--- config.mk ---
export PLATFORM = sky130hd
export DESIGN_NAME = svr_multi_protocol_monitor
export DESIGN_NICKNAME = d
export VERILOG_FILES = /design/src/rtl/svr_multi_protocol_monitor.sv
export SDC_FILE = /design/constraint.sdc
export NUM_CORES = 1
export LEC_CHECK = 0
export CAP_MARGIN = 20
export CORE_MARGIN = 2
export CORE_UTILIZATION = 48
export DETAILED_ROUTE_END_ITERATION = 12
export PLACE_DENSITY_LB_ADDON = 0.05
export SETUP_SLACK_MARGIN = 0.05
export SLEW_MARGIN = 20
export SYNTH_ARGS = -nofsm -noshare
export SYNTH_HDL_FRONTEND = slang
export SYNTH_SLANG_ARGS = --single-unit
--- constraint.sdc ---
create_clock -name clk -period 2.3 [get_ports clk]
set_clock_uncertainty 0.2 [all_clocks]
set_input_delay 0.69 -clock clk [delete_from_list [all_inputs] [get_ports clk]]
set_output_delay 0.69 -clock clk [all_outputs]
set_load 0.01 [all_outputs]
--- src/rtl/svr_multi_protocol_monitor.sv ---
// svr_multi_protocol_monitor
//   Passive monitor for NUM_CH independent valid/ready channels. It only
//   observes the bus. For each channel it tracks the pending transfer,
//   checks that data stays stable and valid stays high while stalled, and
//   flags stall timeouts. It also keeps a transfer count and the longest
//   stall seen. The sticky flags and counters feed a debug/status CSR block.
// Ports
//   clk                posedge clock
//   rst                synchronous reset, active low
//   clr                synchronous clear of counters, max_stall and sticky flags
//   mon_valid/ready    per-channel handshake, channel i at bit i
//   mon_data           channel i at [i*DATA_WIDTH +: DATA_WIDTH]
//   err_*              sticky per-channel violation flags
//   err_irq            OR of all sticky flags
//   xfer_cnt           accepted transfers per channel, [i*CNT_WIDTH +: CNT_WIDTH]
//   max_stall          longest finished stall per channel, [i*STALL_W +: STALL_W]

// Per-channel tracker: a two-state FSM plus the statistics for one channel.
module svr_mon_ch #(
  parameter int DATA_WIDTH = 32,
  parameter int CNT_WIDTH  = 32,
  parameter int STALL_W    = 16,
  parameter int TIMEOUT    = 1024
) (
  input  logic                  clk,
  input  logic                  rst,
  input  logic                  clr,
  input  logic                  valid,
  input  logic                  ready,
  input  logic [DATA_WIDTH-1:0] data,
  output logic                  err_data_unstable,
  output logic                  err_valid_drop,
  output logic                  err_timeout,
  output logic [CNT_WIDTH-1:0]  xfer_cnt,
  output logic [STALL_W-1:0]    max_stall
);
  typedef enum logic {IDLE, PEND} state_t;

  localparam logic [STALL_W-1:0] STALL_MAX = '1;
  localparam logic [STALL_W-1:0] TO_VAL    = STALL_W'(TIMEOUT);

  state_t                state, state_nxt;
  logic [STALL_W-1:0]    stall, stall_nxt;
  logic [DATA_WIDTH-1:0] cap, cap_nxt;
  logic                  ev_xfer, ev_unstable, ev_drop, ev_exit, ev_timeout;

  always_comb begin
    state_nxt   = state;
    stall_nxt   = stall;
    cap_nxt     = cap;
    ev_xfer     = 1'b0;
    ev_unstable = 1'b0;
    ev_drop     = 1'b0;
    ev_exit     = 1'b0;
    case (state)
      IDLE: begin
        if (valid) begin
          if (ready) begin
            ev_xfer = 1'b1;
          end else begin
            state_nxt = PEND;
            cap_nxt   = data;
            stall_nxt = STALL_W'(1);
          end
        end
      end
      PEND: begin
        if (!valid) begin
          // Valid withdrawn: no data check on this cycle.
          ev_drop   = 1'b1;
          ev_exit   = 1'b1;
          state_nxt = IDLE;
          stall_nxt = '0;
        end else begin
          // Captured data is deliberately not refreshed, so every later
          // differing beat keeps comparing against the original value.
          ev_unstable = (data != cap);
          if (ready) begin
            ev_xfer   = 1'b1;
            ev_exit   = 1'b1;
            state_nxt = IDLE;
            stall_nxt = '0;
          end else if (stall != STALL_MAX) begin
            stall_nxt = stall + STALL_W'(1);
          end
        end
      end
      default: begin
        state_nxt = IDLE;
        stall_nxt = '0;
      end
    endcase
  end

  // Fires only on the crossing edge, so a clr mid-stall does not re-arm it
  // until the next stall reaches the threshold again.
  assign ev_timeout = (TIMEOUT != 0) && (state_nxt == PEND) &&
                      (stall < TO_VAL) && (stall_nxt >= TO_VAL);

  always_ff @(posedge clk) begin
    if (!rst) begin
      state             <= IDLE;
      stall             <= '0;
      cap               <= '0;
      xfer_cnt          <= '0;
      max_stall         <= '0;
      err_data_unstable <= 1'b0;
      err_valid_drop    <= 1'b0;
      err_timeout       <= 1'b0;
    end else begin
      // Tracking continues through clr so a stall spanning it is measured in full.
      state <= state_nxt;
      stall <= stall_nxt;
      cap   <= cap_nxt;
      if (clr) begin
        xfer_cnt          <= '0;
        max_stall         <= '0;
        err_data_unstable <= 1'b0;
        err_valid_drop    <= 1'b0;
        err_timeout       <= 1'b0;
      end else begin
        if (ev_xfer)                     xfer_cnt          <= xfer_cnt + CNT_WIDTH'(1);
        if (ev_exit && stall > max_stall) max_stall        <= stall;
        if (ev_unstable)                 err_data_unstable <= 1'b1;
        if (ev_drop)                     err_valid_drop    <= 1'b1;
        if (ev_timeout)                  err_timeout       <= 1'b1;
      end
    end
  end
endmodule

module svr_multi_protocol_monitor #(
  parameter int DATA_WIDTH = 32,
  parameter int NUM_CH     = 4,
  parameter int CNT_WIDTH  = 32,
  parameter int STALL_W    = 16,
  parameter int TIMEOUT    = 1024
) (
  input  logic                         clk,
  input  logic                         rst,
  input  logic                         clr,
  input  logic [NUM_CH-1:0]            mon_valid,
  input  logic [NUM_CH-1:0]            mon_ready,
  input  logic [NUM_CH*DATA_WIDTH-1:0] mon_data,
  output logic [NUM_CH-1:0]            err_data_unstable,
  output logic [NUM_CH-1:0]            err_valid_drop,
  output logic [NUM_CH-1:0]            err_timeout,
  output logic                         err_irq,
  output logic [NUM_CH*CNT_WIDTH-1:0]  xfer_cnt,
  output logic [NUM_CH*STALL_W-1:0]    max_stall
);
  for (genvar g = 0; g < NUM_CH; g++) begin : g_ch
    svr_mon_ch #(
      .DATA_WIDTH (DATA_WIDTH),
      .CNT_WIDTH  (CNT_WIDTH),
      .STALL_W    (STALL_W),
      .TIMEOUT    (TIMEOUT)
    ) u_ch (
      .clk               (clk),
      .rst               (rst),
      .clr               (clr),
      .valid             (mon_valid[g]),
      .ready             (mon_ready[g]),
      .data              (mon_data[g*DATA_WIDTH +: DATA_WIDTH]),
      .err_data_unstable (err_data_unstable[g]),
      .err_valid_drop    (err_valid_drop[g]),
      .err_timeout       (err_timeout[g]),
      .xfer_cnt          (xfer_cnt[g*CNT_WIDTH +: CNT_WIDTH]),
      .max_stall         (max_stall[g*STALL_W +: STALL_W])
    );
  end

  assign err_irq = |{err_data_unstable, err_valid_drop, err_timeout};
endmodule
==> results of run 1 <==
==> registers in the layout (all words and copies together) (netlist names) <==
signal and count:
g_ch.u_ch.cap 128, g_ch.u_ch.xfer_cnt 128, g_ch.u_ch.max_stall 64, g_ch.u_ch.stall 64, g_ch.u_ch.err_data_unstable 4, g_ch.u_ch.err_timeout 4
g_ch.u_ch.err_valid_drop 4, g_ch.u_ch.state 4
==> tightest hold or removal path: stages, from the launching register on <==
cell     delay, ns
dfxtp_2       0.32
nand2_1       0.05
mux2i_1       0.05
==> Yosys cell counts (all sizes together) (2+ instances only) <==
library cell / n / area, sq um
a31oi: 10 / 62.6
nand2b: 14 / 87.6
o2111a: 3 / 33.8
a221oi: 2 / 17.5
or3: 18 / 113
nand3b: 2 / 15.0
or2: 5 / 31.3
ha: 72 / 901
buf: 26 / 169
mux2: 2 / 22.5
inv: 81 / 304
a21boi: 134 / 1010
a32o: 2 / 20.0
a21o: 6 / 45.0
a22oi: 5 / 37.5
xor2: 101 / 885
o21a: 6 / 45.0
a32oi: 3 / 26.3
nor4: 26 / 184
a2111oi: 2 / 17.5
mux2i: 69 / 691
o31ai: 2 / 42.5
o2111ai: 3 / 26.3
nand3: 81 / 405
nand2: 417 / 1570
a221o: 2 / 20.0
and4: 23 / 201
dfxtp: 400 / 8010
nor3: 23 / 115
or4: 5 / 37.5
nor2b: 23 / 144
nor2: 232 / 871
and4b: 3 / 30.0
a21oi: 63 / 319
a211oi: 8 / 72.6
xnor2: 174 / 1520
nand4: 97 / 628
o21ai: 57 / 285
clkbuf: 85 / 319
a311oi: 2 / 17.5
and2: 25 / 156
o211ai: 4 / 30.0
and3: 35 / 219
==> power groups by stage <==
stage / logic (uW) / registers, uW / clock network (uW)
floorplan: 594 / 7270 / 0
global placement: 1180 / 7280 / 0
detailed placement: 1200 / 7280 / 0
CTS: 1210 / 7130 / 7480
global route: 1330 / 7140 / 7760
finish: 1210 / 7130 / 7320
==> cells by family after synthesis <==
kind of cell / after synthesis / synth area share
compound gates: 325 / 0.112
xor+xnor: 275 / 0.121
fa+ha+maj: 72 / 0.0453
buf+inv: 192 / 0.0399
flops: 400 / 0.403
mux: 71 / 0.0359
simple gates: 1032 / 0.243
==> layer usage <==
metal	vias to the layer above	part of all wire	wire length (um)
met3	112	0.054	3080
met4	2	0.037	2120
met1	8648	0.42	24200
li1	9195	-	-
met2	391	0.48	27600
met5	-	0.00028	16
==> worst paths after layout <==
check                                                                 start                                 endpoint  slack, ns  cells after the start
worst max-delay path            g_ch[1].u_ch.err_data_unstable$_SDFFE_PP0P_                                  err_irq      -0.16                      4
worst min-delay path                g_ch[3].u_ch.max_stall[10]$_SDFFE_PP0P_  g_ch[3].u_ch.max_stall[10]$_SDFFE_PP0P_       0.26                      2
worst max register to register       g_ch[2].u_ch.max_stall[7]$_SDFFE_PP0P_  g_ch[2].u_ch.max_stall[13]$_SDFFE_PP0P_      -0.08                      9
worst min register to register      g_ch[3].u_ch.max_stall[10]$_SDFFE_PP0P_  g_ch[3].u_ch.max_stall[10]$_SDFFE_PP0P_       0.26                      2
==> timing repair <==
action | 4_1_cts | 5_1_grt
pin swaps | 37 | 26
endpoints found under the hold margin | 0 | 0
setup endpoints to repair | 274 | 128
gates resized for setup | 364 | 101
buffers inserted | 13 | 2
gates cloned | 0 | 0
==> through the flow <==
step	utilization	total power, uW	hold slack, ns	TNS, ns	instance area (sq um)
final	0.688	15700	0.264	-0.273	28100
after global routing	0.688	16200	0.285	-4.22	28100
after CTS	0.678	15800	0.273	-0.300	27700
after detailed placement	0.632	8480	0.268	-107.13	25800
after global placement	0.632	8450	0.255	-93.56	25800
after floorplan	-	7860	0.256	-2.37	20000
==> final cells by class <==
class / count / area, sq um / share of cell area
Timing Repair Buffer: 622 / 5600 / 0.199
Tap cell: 532 / 666 / 0.0237
Clock buffer: 68 / 1360 / 0.0482
Inverter: 81 / 304 / 0.0108
Antenna cell: 5 / 12.5 / 0.000445
Clock inverter: 12 / 146 / 0.00521
Multi-Input combinational cell: 1775 / 11900 / 0.422
Sequential cell: 400 / 8150 / 0.290
==> impl_metrics.json, run 1 <==
{
  "outcome": "finished with violations",
  "violations": "setup timing",
  "nNetsFinal": 3137,
  "gr-usage-all-layers": 0.255,
  "final_common_cell": "nand2_1",
  "cp_cell_sequence": "nor4_4 -> buf_4 -> nand3_4 -> buf_6",
  "finalHoldViolCount": 0,
  "start_kind": "flop",
  "critPathMaxStageDelay_ns": 0.34,
  "intPower_uw": 12100,
  "clkTransAtPathRegs_ns": 0.05,
  "cts_num_sinks": 400,
  "grt_max_degree": 77,
  "synth_warnings": 0,
  "drc": 0,
  "grt_pass1_vias": 17900,
  "p_sw_uw": 3580,
  "met2_usage": 0.440,
  "num_vias": 18300,
  "crit_path_end_kind": "output pin",
  "drt_iter0_drc": 844,
  "wl_um": 57100,
  "gp_congestion": 0.895,
  "clkPwrFrac": 0.467,
  "critical_path_class": "reg -> out",
  "grt_use_met3": 0.0566,
  "slew-limit-headroom": 0.637,
  "clkLatencyLatePin_ns": 0.57,
  "cts_hold_buf": 0,
  "wire_per_inst_um": 16.3,
  "vias_per_cell": 5.25,
  "antenna_found_initial": 6,
  "avgSynthCellArea_sq_um": 8.40,
  "grt_overflow": 0,
  "areaGrowthSynthToFinish_pct": 41.3,
  "postRouteAntennaNets": 0,
  "die_width_um": 207,
  "dpl.cell_count": 3396,
  "path_delay_family": "simple AND/OR/NAND/NOR gates",
  "cts_max_path_buffers": 3,
  "boundaryPins": 344,
  "synth_fp_nets": 2578,
  "cp_max_fo": 2,
  "tightest_slew_ns": 0.543,
  "top_usage_layer": "met2",
  "setup_violations": 6,
  "finalNonFillerCells": 3495,
  "fin_crit_sh": 1.07,
  "layout_common_cells": "nand2_1, dfxtp_1, buf_4, nor2_1",
  "p_comb_frac": 0.077,
  "fillers": 3439,
  "cts_tree": "built",
  "crit_slowest_cell": "dfxtp_2",
  "grtUsageMet1": 0.304,
  "ys_seq_area_frac": 0.403,
  "pre_cts_slack_ns": -0.597,
  "h-tree-depth": 2,
  "required_ns": 1.41,
  "ir_worst_vdd_uv": 552,
  "first_pass_iters": 5,
  "ys_ff_latch": 400,
  "syn_area_sq_um": 19900,
  "power.density_nw_per_um2": 558,
  "sw_frac_of_total": 0.229,
  "grt_first_pass_wirelength_um": 90600,
  "cp.arrival_ns": 1.57,
  "io_buffer_count": 343,
  "p_leak_uw": 0.0114,
  "drv_cap": 0,
  "async_reset_ff_frac": 0,
  "fmax_mhz": 406,
  "period_needed_ns": 2.46,
  "start_util": 0.487,
  "layout_setup_ws_ns": -0.161,
  "ys.flop_type": "dfxtp_1",
  "dieHeight_um": 207,
  "core_sq_um": 40800,
  "drive_gt1_frac": 0.200,
  "hold_class": "reg -> reg",
  "pwr-share-seq": 0.455,
  "syn-instance-count": 2367,
  "synth_edf_count": 0,
  "cp_num_buf_inv": 2,
  "root_buffer": "clkbuf_16",
  "synth_cell_types": 68,
  "dieArea_sq_um": 43000,
  "finalMaxSlewViolations": 0,
  "cts_made_buffers": 46,
  "rsz0062_at_grt": "yes",
  "dp_hpwl_um": 42100,
  "rows": 74
}
(Power assumes the default switching activity.)
==> inputs of run 2 (changes only) <==
--- a/config.mk
+++ b/config.mk
@@ -7,9 +7,11 @@
 export LEC_CHECK = 0
 export CAP_MARGIN = 20
 export CORE_MARGIN = 2
-export CORE_UTILIZATION = 48
+export CORE_UTILIZATION = 52
+export CTS_CLUSTER_DIAMETER = 60
 export DETAILED_ROUTE_END_ITERATION = 12
 export PLACE_DENSITY_LB_ADDON = 0.05
+export REMOVE_ABC_BUFFERS = 1
 export SETUP_SLACK_MARGIN = 0.05
 export SLEW_MARGIN = 20
 export SYNTH_ARGS = -nofsm -noshare
==> constraint.sdc (replaced) <==
create_clock -name clk -period 2.5 [get_ports clk]
set_clock_uncertainty 0.2 [all_clocks]
set_input_delay 0.75 -clock clk [delete_from_list [all_inputs] [get_ports clk]]
set_output_delay 0.75 -clock clk [all_outputs]
set_load 0.01 [all_outputs]
==> run 2 against run 1 <==
Net effect:
- the flow finishes with violations (DRC, setup timing)
- wire length is 2.3% lower
- register-to-register slack improved by 0.16 ns
- first-iteration DRC count rose by 30%
- sequential power fell by 8.0%
- critical endpoint unchanged
- cell area down 2.8%
- clock power decreased by 8.6%
- final cell count is 1.7% lower
- sequential share of layout area increased by 0.64 points
==> impl_metrics.json, run 2 (synthesis gave the netlist of run 1 again) <==
{
  "wire_per_inst_um": 16.2,
  "fillers": 2979,
  "root_buffer": "clkbuf_16",
  "first_pass_iters": 10,
  "crit_path_end_kind": "output pin",
  "multiInputGateArea_sq_um": 11500,
  "top_regs": "g_ch.u_ch.cap x128, g_ch.u_ch.xfer_cnt x128",
  "clkTransAtPathRegs_ns": 0.06,
  "grt_pass1_vias": 17300,
  "start_kind": "flop",
  "wl_um": 55800,
  "place_area_sq_um": 25300,
  "gp_congestion": 0.900,
  "cts_max_path_buffers": 3,
  "antenna_found_initial": 20,
  "power.density_nw_per_um2": 525,
  "fin_hold_ws_ns": 0.261,
  "grt_first_pass_wirelength_um": 86100,
  "h-tree-depth": 2,
  "crit_slowest_cell": "dfxtp_2",
  "dpl.cell_count": 3328,
  "cts_tree": "built",
  "cts_hold_buf": 0,
  "register_area_sq_um": 8090,
  "areaGrowthSynthToFinish_pct": 37.3,
  "boundaryPins": 344,
  "postRouteAntennaNets": 0,
  "core_sq_um": 37700,
  "finalNonFillerCells": 3434,
  "layout_setup_ws_ns": -0.0166,
  "vias_per_cell": 5.35,
  "drc": 2,
  "drt_iter0_drc": 1101,
  "ir_worst_vdd_uv": 474,
  "outcome": "finished with violations",
  "required_ns": 1.55,
  "gr-usage-all-layers": 0.268,
  "dieArea_sq_um": 39800,
  "num_vias": 18400,
  "critPathMaxStageDelay_ns": 0.34,
  "period_needed_ns": 2.52,
  "tightest_slew_ns": 0.489,
  "clkLatencyLatePin_ns": 0.57,
  "fin_util": 0.725,
  "dp_hpwl_um": 40800,
  "fin_crit_sh": 1.01,
  "grt_overflow": 0,
  "grt_max_degree": 74,
  "dieHeight_um": 199,
  "cts_num_sinks": 400,
  "cts_made_buffers": 46,
  "hold_class": "reg -> reg",
  "setup_violations": 1,
  "slew-limit-headroom": 0.674,
  "rows": 71,
  "path_delay_family": "simple AND/OR/NAND/NOR gates",
  "start_util": 0.528,
  "critical_path_class": "reg -> out",
  "cp_num_buf_inv": 2,
  "die_width_um": 199,
  "layout_common_cells": "nand2_1, dfxtp_1, nor2_1, buf_4, dlygate4sd2_1",
  "rsz0062_at_grt": "yes",
  "cp_cell_sequence": "nor4_4 -> buf_4 -> nand3_4 -> buf_6",
  "cp_max_fo": 2,
  "violations": "DRC, setup timing",
  "final_common_cell": "nand2_1",
  "finalMaxSlewViolations": 0,
  "fmax_mhz": 397,
  "drive_gt1_frac": 0.147,
  "drv_cap": 0,
  "final_area_sq_um": 27300,
  "p_leak_uw": 0.0113,
  "io_buffer_count": 343,
  "nNetsFinal": 3086,
  "cp.arrival_ns": 1.57,
  "finalHoldViolCount": 0
}
run 2: changes by cell type in the layout (fill, tap and decap cells not counted), sizes merged, moves of 2 or more:
| cell | change |
|---|---|
| clkinvlp | -3 |
| clkinv | +7 |
| clkdlybuf4s15 | -28 |
| bufinv | -2 |
| diode | +8 |
| dlymetal6s2s | +15 |
| buf | -53 |
| clkdlybuf4s50 | +15 |
run 2: per-stage QoR:
stage               TNS, ns  worst slack [ns]  power [uW]
global route         -0.305           -0.0670       14800
finish              -0.0166           -0.0166       14300
detailed placement   -54.88            -0.431        7770
CTS                  -0.180            -0.135       14500
global placement     -46.07            -0.397        7740
floorplan           -333.10             -1.87        7170
run 2: where the power goes:
group | leakage [uW] | total [uW] | internal [uW] | switching (uW)
registers | 0.00327 | 6560 | 6480 | 81.2
logic | 0.00723 | 1080 | 572 | 503
clock network | 0.000763 | 6690 | 4020 | 2670
total | 0.0113 | 14300 | 11100 | 3250
run 2: repair_timing:
action | 4_1_cts | 5_1_grt
pin swaps | 6 | 26
gates cloned | 0 | 1
endpoints found under the setup margin | 220 | 94
buffers inserted | 3 | 6
gates resized for setup | 236 | 88
run 2: path summary, 6_finish.rpt:
check / start / to / slack [ns] / cells past startpoint
setup reg to reg: g_ch[1].u_ch.max_stall[9]$_SDFFE_PP0P_ / g_ch[1].u_ch.max_stall[12]$_SDFFE_PP0P_ / 0.08 / 9
hold reg to reg: g_ch[3].u_ch.max_stall[5]$_SDFFE_PP0P_ / g_ch[3].u_ch.max_stall[5]$_SDFFE_PP0P_ / 0.26 / 2
hold / removal: g_ch[3].u_ch.max_stall[5]$_SDFFE_PP0P_ / g_ch[3].u_ch.max_stall[5]$_SDFFE_PP0P_ / 0.26 / 2
setup / recovery: g_ch[1].u_ch.err_data_unstable$_SDFFE_PP0P_ / err_irq / -0.02 / 4
run 2: cell type report:
class                      count  share of cell area
antenna                       13             0.00119
clock buffer                  70              0.0522
clock inverter                13             0.00371
inverter                      81              0.0111
multi-input combinational   1775               0.420
sequential                   400               0.297
tap                          511              0.0234
timing repair buffer         571               0.192
run 2: worst min-delay path, stage by stage, from the launching register on:
cell and delay [ns]:
dfxtp_2 0.32, nand2_1 0.05, mux2i_1 0.05
run 2: metal layers:
| metal | global-route usage | part of all wire | vias to the layer above |
|---|---|---|---|
| li1 | - | - | 9086 |
| met1 | 0.320 | 0.41 | 8580 |
| met2 | 0.449 | 0.47 | 563 |
| met3 | 0.0709 | 0.081 | 142 |
| met4 | 0.122 | 0.038 | 10 |
| met5 | 0 | 0.0011 | - |
==> inputs of run 3 (changes only) <==
--- a/config.mk
+++ b/config.mk
@@ -10,6 +10,7 @@
 export CORE_UTILIZATION = 52
 export CTS_CLUSTER_DIAMETER = 60
 export DETAILED_ROUTE_END_ITERATION = 12
+export GPL_ROUTABILITY_DRIVEN = 0
 export PLACE_DENSITY_LB_ADDON = 0.05
 export REMOVE_ABC_BUFFERS = 1
 export SETUP_SLACK_MARGIN = 0.05
==> run 3 against run 2 <==
Net effect:
- the run ends with setup timing left
- die area is the same
- critical path depth did not move
- sequential power about the same
- register-to-register slack about the same
- via count is 1.2% lower
- critical path type unchanged
- sequential share of layout area increased by 0.16 points
- first-iteration DRC count decreased by 9.5%
- sequential cell count unchanged
- count of clock-buffer cells in the layout down 3
- setup slack lost 0.030 ns
==> impl_metrics.json, run 3 (synthesis gave the netlist of run 1 again) <==
{
  "drc": 0,
  "clkLatencyLatePin_ns": 0.58,
  "finalMaxSlewViolations": 0,
  "period_needed_ns": 2.55,
  "violations": "setup timing",
  "cts_max_path_buffers": 3,
  "first_pass_iters": 5,
  "min_to": "g_ch[3].u_ch.max_stall[7]$_SDFFE_PP0P_",
  "root_buffer": "clkbuf_16",
  "start_util": 0.528,
  "final_common_cell": "nand2_1",
  "dieArea_sq_um": 39800,
  "final_area_sq_um": 27100,
  "layout_common_cells": "nand2_1, dfxtp_1, nor2_1, buf_4, dlygate4sd2_1",
  "areaGrowthSynthToFinish_pct": 36.2,
  "core_sq_um": 37700,
  "setup_tns_ns": -0.0467,
  "h-tree-depth": 2,
  "rsz0062_at_grt": "yes",
  "rows": 71,
  "wl_um": 54900,
  "io_buffer_count": 343,
  "num_vias": 18200,
  "fin_crit_sh": 1.02,
  "wire_per_inst_um": 16.1,
  "start_kind": "flop",
  "slew-limit-headroom": 0.640,
  "antenna_found_initial": 22,
  "outcome": "finished with violations",
  "grt_max_degree": 69,
  "intPower_uw": 11000,
  "hold_class": "reg -> reg",
  "ir_worst_vdd_uv": 546,
  "grt_pass1_vias": 17400,
  "dp_hpwl_um": 40600,
  "r2r-start": "g_ch[0].u_ch.stall[1]$_SDFF_PN0_",
  "fin_util": 0.718,
  "clkPwrFrac": 0.464,
  "boundaryPins": 344,
  "fmax_mhz": 393,
  "crit_start": "g_ch[2].u_ch.err_timeout$_SDFFE_PP0P_",
  "gr-usage-all-layers": 0.268,
  "r2r-end": "g_ch[0].u_ch.max_stall[11]$_SDFFE_PP0P_",
  "dieHeight_um": 199,
  "pwr-share-seq": 0.460,
  "p_leak_uw": 0.0112,
  "layout_setup_ws_ns": -0.0467,
  "drt_iter0_drc": 996,
  "sw_frac_of_total": 0.227,
  "die_width_um": 199,
  "p_sw_uw": 3230,
  "place_area_sq_um": 25200,
  "p_comb_frac": 0.076,
  "grt_first_pass_wirelength_um": 86500,
  "cts_hold_buf": 0,
  "rrSetupSlack_ns": 0.07,
  "power.density_nw_per_um2": 527,
  "grt_overflow": 0,
  "cts_made_buffers": 45,
  "vias_per_cell": 5.31,
  "tightest_slew_ns": 0.535,
  "drive_gt1_frac": 0.135,
  "hold_depth": 2,
  "finalHoldViolCount": 0,
  "clkTransAtPathRegs_ns": 0.06,
  "nNetsFinal": 3073,
  "crit_path_end_kind": "output pin",
  "reg2reg_depth": 8,
  "cp.arrival_ns": 1.60,
  "cp_max_fo": 2,
  "critical_path_class": "reg -> out",
  "required_ns": 1.55,
  "fin_hold_ws_ns": 0.271,
  "drv_cap": 0,
  "worstHoldStart": "g_ch[3].u_ch.max_stall[7]$_SDFFE_PP0P_",
  "postRouteAntennaNets": 0,
  "cts_tree": "built",
  "setup_violations": 1,
  "top_regs": "g_ch.u_ch.cap x128, g_ch.u_ch.xfer_cnt x128",
  "cts_num_sinks": 400
}
[run 3: changes by cell type in the layout (fill, tap and decap cells not counted), sizes merged, moves of 3 or more]
cell           delta
buf              -12
clkbuf            -3
clkdlybuf4s50    -10
clkinv            -5
dlygate4sd2       +9
[run 3: power by group through the flow]
stage               Sequential [uW]  Clock (uW)  Combinational (uW)
detailed placement             6700           0                1070
finish                         6560        6620                1080
floorplan                      6690           0                 481
CTS                            6560        6740                1080
global route                   6570        7070                1180
global placement               6690           0                1050
[run 3: critical path, cell delays in order (launching register included)]
cell and delay (ns):
dfxtp_4 0.37, nor4_4 0.27, buf_4 0.18, nand3_4 0.06, buf_6 0.13
[run 3: worst max path at each step]
stage                                                   to  slack, ns  cells after the start
global placement    g_ch[0].u_ch.xfer_cnt[20]$_SDFFE_PP0P_      -0.40                      9
CTS                                                err_irq      -0.08                      4
floorplan            g_ch[0].u_ch.err_timeout$_SDFFE_PP0P_      -1.87                      3
detailed placement  g_ch[0].u_ch.xfer_cnt[20]$_SDFFE_PP0P_      -0.44                      9
finish                                             err_irq      -0.05                      4
global route                                       err_irq      -0.10                      3
[run 3: final cells by class]
cell class	instances	area, sq um
Multi-Input combinational cell	1775	11400
Clock buffer	67	1330
Clock inverter	11	156
Tap cell	511	639
Timing Repair Buffer	559	5110
Fill cell	3070	10600
Inverter	81	304
Antenna cell	15	37.5
Sequential cell	400	8070
[run 3: routing by layer]
metal	global-route usage	up-vias	share of wire	routed length [um]
li1	-	9062	-	-
met1	0.323	8465	0.42	22800
met2	0.444	494	0.47	25900
met3	0.0864	121	0.081	4430
met4	0.103	16	0.030	1660
met5	0	-	0.0021	117
[run 3: per-stage QoR]
stage                     worst slack [ns]  power [uW]  std cells
final                              -0.0467       14300       3419
after global routing                -0.104       14800       3414
after CTS                          -0.0765       14400       3399
after detailed placement            -0.439        7770       3318
after global placement              -0.398        7740       3318
after floorplan                      -1.87        7170       2256
[run 3: timing repair]
item | in CTS | in global routing
pin swaps | 2 | 24
setup endpoints to repair | 207 | 93
setup buffers | 3 | 3
endpoints found under the hold margin | 0 | 0
gates cloned | 0 | 2
gates resized for setup | 231 | 82
